`src/rtl/npg_pkg.sv`:
```
// Shared widths, defaults and FSM encoding for the neural pulse generator scheduler.
package npg_pkg;

    localparam int NCH_DEF = 4;
    localparam int PER_W   = 12;
    localparam int AMP_W   = 6;
    localparam int ELE_W   = 4;

    typedef enum logic [1:0] {
        ST_IDLE = 2'd0,
        ST_WAIT = 2'd1,
        ST_GAP  = 2'd2
    } npg_state_e;

    typedef struct packed {
        logic [PER_W-1:0] period;
        logic [AMP_W-1:0] amplitude;
        logic [ELE_W-1:0] electrode1;
        logic [ELE_W-1:0] electrode2;
    } npg_cfg_t;

    // Counter width able to hold 0..n-1, never narrower than one bit.
    function automatic int cnt_width(input int n);
        return (n > 1) ? $clog2(n) : 1;
    endfunction

endpackage

```
`src/rtl/npg_rr_arbiter.sv`:
```
// Round-robin pick among pending channels, starting the search just after last_grant.
module npg_rr_arbiter
    import npg_pkg::*;
#(
    parameter int NCH = NCH_DEF,
    parameter int IW  = cnt_width(NCH)
) (
    input  logic [NCH-1:0] pending,
    input  logic [IW-1:0]  last_grant,
    input  logic           request_en,
    output logic           grant_valid,
    output logic [IW-1:0]  grant_idx
);

    always_comb begin
        logic [IW-1:0] idx;
        idx         = '0;
        grant_valid = 1'b0;
        grant_idx   = '0;
        // Farthest candidate first, so the nearest pending channel overwrites it.
        for (int k = NCH; k >= 1; k--) begin
            idx = IW'((int'(last_grant) + k) % NCH);
            if (request_en && pending[idx]) begin
                grant_valid = 1'b1;
                grant_idx   = idx;
            end
        end
    end

endmodule

```
`src/rtl/npg_pulse_scheduler.sv`:
```
// Per-channel period timers feeding one shared pulse engine through a round-robin
// arbiter; IDLE/WAIT/GAP sequencing with timeout fault and per-channel overrun flags.
module npg_pulse_scheduler
    import npg_pkg::*;
#(
    parameter int NCH     = NCH_DEF,
    parameter int GAP     = 2,
    parameter int TIMEOUT = 255
) (
    input  logic             clk,
    input  logic             reset,
    input  logic             enable,
    input  logic [NCH-1:0]   chan_enable,
    input  logic             cfg_we,
    input  logic [1:0]       cfg_addr,
    input  logic [PER_W-1:0] cfg_period,
    input  logic [AMP_W-1:0] cfg_amplitude,
    input  logic [ELE_W-1:0] cfg_electrode1,
    input  logic [ELE_W-1:0] cfg_electrode2,
    input  logic             pulse_done,
    input  logic             fault_clr,
    output logic             pulse_start,
    output logic [1:0]       active_ch,
    output logic [AMP_W-1:0] amplitude_out,
    output logic [ELE_W-1:0] electrode1_out,
    output logic [ELE_W-1:0] electrode2_out,
    output logic             busy,
    output logic [NCH-1:0]   overrun,
    output logic             fault
);

    localparam int IW = cnt_width(NCH);
    localparam int TW = cnt_width(TIMEOUT);
    localparam int GW = cnt_width(GAP);

    npg_cfg_t [NCH-1:0]              cfg_q, cfg_d;
    logic     [NCH-1:0][PER_W-1:0]   cnt_q, cnt_d;
    logic     [NCH-1:0]              pend_q, pend_d, ovr_q, ovr_d;
    logic     [NCH-1:0]              run, tick, wr_hit, gnt_vec;
    npg_cfg_t                        cfg_in, gcfg;

    npg_state_e     state_q, state_d;
    logic [TW-1:0]  wcnt_q, wcnt_d;
    logic [GW-1:0]  gcnt_q, gcnt_d;
    logic [IW-1:0]  last_q, last_d;
    logic           fault_q, fault_d, timeout;
    logic           start_q;
    logic [1:0]     ach_q;
    logic [AMP_W-1:0] amp_q;
    logic [ELE_W-1:0] e1_q, e2_q;

    logic           request_en, grant_valid;
    logic [IW-1:0]  grant_idx;

    assign cfg_in     = '{period: cfg_period, amplitude: cfg_amplitude,
                          electrode1: cfg_electrode1, electrode2: cfg_electrode2};
    assign request_en = (state_q == ST_IDLE) && enable && !fault_q;
    assign gcfg       = cfg_q[grant_idx];

    npg_rr_arbiter #(.NCH(NCH), .IW(IW)) u_arb (
        .pending     (pend_q),
        .last_grant  (last_q),
        .request_en  (request_en),
        .grant_valid (grant_valid),
        .grant_idx   (grant_idx)
    );

    // Channel timers: a tick in a grant cycle re-arms pending; a cfg write beats overrun.
    always_comb begin
        run = '0; tick = '0; wr_hit = '0; gnt_vec = '0;
        cnt_d = cnt_q; pend_d = pend_q; ovr_d = ovr_q; cfg_d = cfg_q;
        for (int i = 0; i < NCH; i++) begin
            run[i]     = enable && chan_enable[i];
            wr_hit[i]  = cfg_we && (cfg_addr == 2'(i));
            gnt_vec[i] = grant_valid && (grant_idx == IW'(i));
            tick[i]    = run[i] && (cfg_q[i].period != '0) &&
                         (cnt_q[i] == cfg_q[i].period - PER_W'(1));
            if (!run[i] || wr_hit[i] || tick[i] || cfg_q[i].period == '0)
                cnt_d[i] = '0;
            else
                cnt_d[i] = cnt_q[i] + PER_W'(1);
            if (!run[i])         pend_d[i] = 1'b0;
            else if (tick[i])    pend_d[i] = 1'b1;
            else if (gnt_vec[i]) pend_d[i] = 1'b0;
            if (wr_hit[i])                                  ovr_d[i] = 1'b0;
            else if (tick[i] && pend_q[i] && !gnt_vec[i])   ovr_d[i] = 1'b1;
            if (wr_hit[i]) cfg_d[i] = cfg_in;
        end
    end

    always_comb begin
        state_d = state_q;
        wcnt_d  = wcnt_q;
        gcnt_d  = gcnt_q;
        last_d  = last_q;
        timeout = 1'b0;
        unique case (state_q)
            ST_IDLE: if (grant_valid) begin
                state_d = ST_WAIT;
                wcnt_d  = '0;
                last_d  = grant_idx;
            end
            ST_WAIT: begin
                // Enable is deliberately ignored here so a started pulse always completes.
                if (pulse_done || wcnt_q == TW'(TIMEOUT - 1)) begin
                    timeout = !pulse_done;
                    state_d = (GAP == 0) ? ST_IDLE : ST_GAP;
                    gcnt_d  = '0;
                end else begin
                    wcnt_d = wcnt_q + TW'(1);
                end
            end
            ST_GAP: begin
                if (gcnt_q == GW'(GAP - 1)) state_d = ST_IDLE;
                else                        gcnt_d  = gcnt_q + GW'(1);
            end
            default: state_d = ST_IDLE;
        endcase
        fault_d = timeout ? 1'b1 : (fault_clr ? 1'b0 : fault_q);
    end

    always_ff @(posedge clk or posedge reset) begin
        if (reset) begin
            cfg_q  <= '0;
            cnt_q  <= '0;
            pend_q <= '0;
            ovr_q  <= '0;
        end else begin
            cfg_q  <= cfg_d;
            cnt_q  <= cnt_d;
            pend_q <= pend_d;
            ovr_q  <= ovr_d;
        end
    end

    always_ff @(posedge clk or posedge reset) begin
        if (reset) begin
            state_q <= ST_IDLE;
            wcnt_q  <= '0;
            gcnt_q  <= '0;
            last_q  <= IW'(NCH - 1);
            fault_q <= 1'b0;
            start_q <= 1'b0;
            ach_q   <= '0;
            amp_q   <= '0;
            e1_q    <= '0;
            e2_q    <= '0;
        end else begin
            state_q <= state_d;
            wcnt_q  <= wcnt_d;
            gcnt_q  <= gcnt_d;
            last_q  <= last_d;
            fault_q <= fault_d;
            start_q <= grant_valid;
            // Pulse parameters are snapshotted so later cfg writes leave this pulse alone.
            if (grant_valid) begin
                ach_q <= 2'(grant_idx);
                amp_q <= gcfg.amplitude;
                e1_q  <= gcfg.electrode1;
                e2_q  <= gcfg.electrode2;
            end
        end
    end

    assign pulse_start    = start_q;
    assign active_ch      = ach_q;
    assign amplitude_out  = (state_q == ST_WAIT) ? amp_q : '0;
    assign electrode1_out = e1_q;
    assign electrode2_out = e2_q;
    assign busy           = (state_q != ST_IDLE);
    assign overrun        = ovr_q;
    assign fault          = fault_q;

endmodule

```
`config.mk`:
```
export PLATFORM = sky130hd
export DESIGN_NAME = npg_pulse_scheduler
export DESIGN_NICKNAME = d
export VERILOG_FILES = /design/src/rtl/npg_pkg.sv /design/src/rtl/npg_rr_arbiter.sv /design/src/rtl/npg_pulse_scheduler.sv
export SDC_FILE = /design/constraint.sdc
export NUM_CORES = 1
export LEC_CHECK = 0
export BUFFER_PORTS_ARGS = -buffer_cell sky130_fd_sc_hd__buf_2
export CAP_MARGIN = 25
export CORE_ASPECT_RATIO = 0.7
export CORE_MARGIN = 3
export CORE_UTILIZATION = 35
export DETAILED_ROUTE_END_ITERATION = 6
export GPL_TIMING_DRIVEN = 0
export SKIP_CTS_REPAIR_TIMING = 1
export SLEW_MARGIN = 20
export SYNTH_ARGS = -nofsm -noshare
export SYNTH_HDL_FRONTEND = slang
export SYNTH_SLANG_ARGS = --single-unit
```
`constraint.sdc`:
```
create_clock -name clk -period 6.8 [get_ports clk]
set_clock_uncertainty 0.1 [all_clocks]
set_input_delay 0.34 -clock clk [delete_from_list [all_inputs] [get_ports clk]]
set_output_delay 0.34 -clock clk [all_outputs]
set_load 0.005 [all_outputs]
```
-- Yosys cells after proc, flatten, opt, wreduce, memory -nomap -nowiden
Index checks and enable logic that the tools add are counted.
- input bits: 38
- bits in registers: 191
- multiplexer cells: 57
- $add $sub $neg: 14
- reductions and logical operators: 80
- $lt $le $gt $ge: 5
- equal/unequal tests: 21
- operator list (kind ; count):
    26-bit binary-select mux with 2-bit select ; 1
    12-bit by 1-bit adder with 12-bit output, second input constant ; 4
    12-bit == test ; 4
    12-bit zero test ; 4
    12-bit 2-to-1 mux ; 4
    12-bit nonzero test ; 4
    12-bit by 1-bit subtractor with 12-bit output, second input constant ; 4
    1-bit logical AND ; 34
    1-bit 2-to-1 mux ; 34
    8-bit 2-to-1 mux ; 2
    8-bit one-hot mux with 2 select lines ; 1
    2-bit nonzero test ; 8
    2-bit by 3-bit less-than comparator with 1-bit output, second input constant ; 5
    14-bit 2-to-1 mux ; 1
    2-bit 2-to-1 mux ; 7
    1-bit logical OR ; 13
    3-bit by 1-bit inequality test with 1-bit output, second input constant ; 4
    2-bit == test, second input constant ; 5
    1-bit zero test ; 10
    8-bit by 1-bit adder with 8-bit output, second input constant ; 1
    1-bit binary-select mux with 2-bit select ; 4
    8-bit == test, second input constant ; 1
    2-bit inequality test, second input constant ; 4
    2-bit by 1-bit == test with 1-bit output, second input constant ; 3
    9 further kinds ; 15

-- Longest topological paths before layout
- word-level depth: 14
- mapped depth: 9

-- Modules after synthesis
From an unflattened synthesis, not the netlist that was laid out.
- cell total of the unflattened synthesis: 891
- area, all modules: 9957.0 um^2
- modules (own cells, without submodules) (module ; cells an instance ; area an instance (um^2) ; times used):
    npg_pulse_scheduler ; 873 ; 9823.2 ; 1
    npg_rr_arbiter ; 18 ; 133.9 ; 1

-- Least setup slack after synthesis
No wires, ideal clock.
- path type: register to register
- start: register state_q[1]
- end: register amp_q[4]
- stages on the path, launching flop included: 6
- required time: 6.575 ns
- data arrival time: 2.175 ns
- path buffers: 1
- period minus slack after synthesis: 2.400 ns
- slack: 4.400 ns
- cells stage by stage: dfrtp_1 -> or4b_4 -> or3_4 -> buf_6 -> mux4_2 -> mux2_4
- longest elaborated chain between the ends: 10
- elaborated cells on any way between the ends: 17
- classes of those cells: mux: 10; reduce/logical: 7
- ends and longest elaborated chain (item ; RTL line ; source):
    start, declared ; npg_pulse_scheduler.sv:42 ; npg_state_e state_q, state_d;
    start signal, assigned ; npg_pulse_scheduler.sv:149 ; state_q <= state_d;
    2-bit zero test (*) ; npg_pulse_scheduler.sv:57 ; assign request_en = (state_q == ST_IDLE) && enable && !fault_q;
    1-bit logical AND (*) (2 in series) ; npg_pulse_scheduler.sv:57 ;
    1-bit logical AND ; npg_rr_arbiter.sv:23 ; if (request_en && pending[idx]) begin
    2-bit 2-to-1 mux (4 in series) ; npg_rr_arbiter.sv:23 ;
    26-bit binary-select mux with 2-bit select ; npg_pulse_scheduler.sv:58 ; assign gcfg = cfg_q[grant_idx];
    14-bit 2-to-1 mux (implied by the code) ; npg_pulse_scheduler.sv:58 ;
    end signal, assigned ; npg_pulse_scheduler.sv:158 ; amp_q <= gcfg.amplitude;
    end, declared ; npg_pulse_scheduler.sv:49 ; logic [AMP_W-1:0] amp_q;
Mark *: on every way between the ends. The rest lies on a longest branch, timed or not. The select of a mux whose other input is x is not followed.
A chain may end at the register's enable or synchronous reset.

-- Worst setup path in the final report
Ends and elaborated chain as after synthesis.

==> flow_summary_export.csv <==
group,metric,value,unit
floorplanning,initial_core_util,0.362,
clock_tree,cts_tree,"yes",
sta,finalCritPeriodShare,0.438,
hold_path,hold_depth,3,
global_route,grt_pass1_vias,6912,
synth,syn_area_per_cell,10.3,um^2
clock_tree,htree_levels,4,
route,drt-wirelength-per-cell,16.7,um
route,dr.pass1.iters,5,
setup_path,reg2reg_slack,3.82,ns
floorplanning,die_area,30200,um^2
setup_path,rr_endpoint,"amp_q[4]",
sta,setup_viol,0,
setup_path,critPathTopFamily,"simple AND/OR/NAND/NOR gates",
synth,yosys.area.top_type,"dfrtp_1",
global_route,grtUsageTotal,0.162,
setup_path,worstSetupPathType,"register to register",
sta,hold_viol,0,
final_layout,fin_nets,1094,
synth,synth_cells,960,
floorplanning,die-height,146,um
final_layout,n_antenna_cell,0,
sta,final-max-slew-violation-count,0,
global_route,grt_max_degree,96,
run_status,status,"finished clean",
sta,min_period,2.98,ns
synth,synthArstFlopShare,1.00,
synth,synth_top_area_frac,0.480,
clock_tree,cts_sinks,191,
route,wl,23700,um
setup_path,cp.required,7.02,ns
pwr,powerDensity,257,nW/um^2
route,postRouteAntennaNets,0,
place,pre_cts_ws,3.83,ns
place,io_buffer_count,60,
setup_path,cpMaxStageDelayCell,"nor3b_1",
place,gp_congestion,0.858,
synth,yosysSeqAreaShare,0.486,
setup_path,r2r-start,"state_q[1]",
floorplanning,core_area,27200,um^2
global_route,grt_pass1_wl,38500,um
hold_path,holdPathEnd,"cfg_q[28]",
setup_path,path_common_cell,"buf_2",
pwr,irDropWorstVdd,0.173,mV
place,dp.cells,1386,
synth,ys_warn_count,0,
hold_path,worstHoldStart,"cfg_electrode2[2]",
clock_tree,clk_pin_slew_worst_paths,0.08,ns
floorplanning,die_w,207,um
setup_path,r2r_cells,7,
synth,synth_ff_type,"dfrtp_1",
synth,netlist-cell-type-count,71,
final_layout,final_cells,1419,
synth,synth_nets,1012,
pwr,power_leakage,5.14,nW
sta,hold_slack,0.0330,ns
clock_tree,numCtsBuffers,17,
setup_path,cp_data_arrival_time,3.20,ns
setup_path,slowest_delay,0.55,ns
place,place_hpwl,17400,um
setup_path,cp-start-kind,"register",
final_layout,n_fill_cell,2650,
sta,slew_headroom,0.417,
final_layout,drive_above_1_share,0.187,
synth,synth_area_leaders,"dfrtp_1, nand2_1, mux2_2",
clock_tree,cts-root-buf,"clkbuf_16",
synth,synth_area,9850,um^2
sta,finalWorstSetupSlack,3.82,ns
clock_tree,cts_buffer_depth,2,
setup_path,cp.buffers_inverters,2,
sta,max_freq,0.336,GHz
floorplanning,io_pins,61,
floorplanning,placementRows,50,
global_route,gr-total-overflow,0,
route,route.detailed.drc,0,
synth,synthTopCellsByCount,"dfrtp_1, nand2_1, nor2_1",
setup_path,end_kind,"register",
sta,rsz0062_at_grt,"no",
route,vias,7194,
final_layout,area_delta_synth_final,14.5,%
hold_path,hp-class,"input port to register",
route,drtIter0Drc,551,
sta,tightest_slew,0.867,ns
synth,yosys.cell_count.top_type,"dfrtp_1",
setup_path,critPathMaxFanout,10,
route,viasPerCell,5.07,
synth,synth-seq-cells,191,
synth,synth_edf_count,0,
setup_path,cp_cell_sequence,"or2_2 -> nor3b_1 -> and2_1 -> buf_2 -> buf_2 -> mux4_2 -> mux2_4",
global_route,grt_antenna_before_repair,2,
flow_run,cap_violations,0,
clock_tree,clk_latency,0.44,ns
## worst max path at each step
| stage | startpoint | to | depth (start not counted) |
|---|---|---|---|
| after floorplan | reset | active_ch[0] | 1 |
| after global placement | reset | cnt_q[37] | 2 |
| after detailed placement | state_q[1] | electrode2_out[1] | 7 |
| after CTS | state_q[1] | amp_q[4] | 7 |
| after global routing | state_q[1] | amp_q[4] | 7 |
| final | state_q[1] | amp_q[4] | 7 |
## stage by stage
stage / TNS [ns] / utilization / total power (W) / area [um^2]
6_report: 0 / 0.414 / 0.00290 / 11300
5_1_grt: 0 / 0.414 / 0.00306 / 11300
4_1_cts: 0 / 0.414 / 0.00293 / 11300
3_5_place_dp: 0 / 0.392 / 0.00190 / 10700
3_3_place_gp: -222.51 / 0.390 / 0.00188 / 10600
2_1_floorplan: 0 / - / 0.00175 / 9850
## routing by layer
| layer | global-route usage | part of all wire |
|---|---|---|
| met4 | 0.0370 | 0.010 |
| met1 | 0.259 | 0.52 |
| met5 | 0 | 0.00055 |
| met2 | 0.219 | 0.41 |
| met3 | 0.0408 | 0.056 |
## logic make-up after synthesis
kind of cell / count (synthesis) / synth area share
buffers and inverters: 64 / 0.0273
DFF: 191 / 0.486
muxes: 81 / 0.110
AOI/OAI and AO/OA: 86 / 0.0620
xor gates and xnor gates: 106 / 0.0972
adders and majority gates: 14 / 0.0178
and+or+nand+nor: 418 / 0.201
## layout make-up
cell class | count | area [um^2] | share of cell area
tap | 364 | 455 | 0.0404
buffer | 38 | 171 | 0.0152
clock inverter | 15 | 174 | 0.0154
sequential | 191 | 4780 | 0.424
inverter | 26 | 105 | 0.00932
timing repair buffer | 63 | 365 | 0.0324
clock buffer | 17 | 425 | 0.0377
multi-input combinational | 705 | 4800 | 0.425
## flip-flops by register name, summed over array words and instances, names as in the netlist, 2 cells and up
name and cells:
wcnt_q 8, electrode2_out 4, cfg_q 104, active_ch 2, state_q 2, overrun 4, amp_q 6, pend_q 4
cnt_q 48, electrode1_out 4, last_q 2
## layout by cell type (no fill, tap or decap), drive strengths merged, types with 3 or more instances in the layout
master  Yosys  layout
dfrtp     189     189
nand2     185     185
nor2       83      83
buf        12      74
mux2       64      64
xnor2      53      53
xor2       51      51
clkbuf     26      43
inv        26      33
nand3      31      31
o21ai      23      23
ha         14      14
nor3       13      13
and3       13      13
nor2b      12      12
mux4       12      12
nand4      11      11
nor4       11      11
nand2b     10      10
and2       10      10
a21oi       9       9
o31ai       7       7
or2         6       6
nor3b       6       6
or3         6       6
clkinv      0       6
mux2i       5       5
or4         5       5
a21o        5       5
nand3b      4       4
and3b       4       4
o211ai      4       4
o41ai       3       3
nor4bb      3       3
a41o        3       3
a211oi      3       3
o311ai      3       3
a41oi       3       3
a22oi       3       3
## where the power goes
group	total (W)	switching, W	internal (W)
Sequential	0.00139	0.000125	0.00127
Clock	0.00102	0.000491	0.000526
Combinational	0.000491	0.000245	0.000246
Total	0.00290	0.000861	0.00204
## worst register-to-register path: cells and delay by family, from the launching register on
kind | cells | cell delay (ns)
AND/OR/NAND/NOR | 3 | 1.07
buffers and inverters | 2 | 0.62
multiplexers | 2 | 0.61
flip-flops | 1 | 0.46
Note: power is estimated with default switching activity, not from simulation.
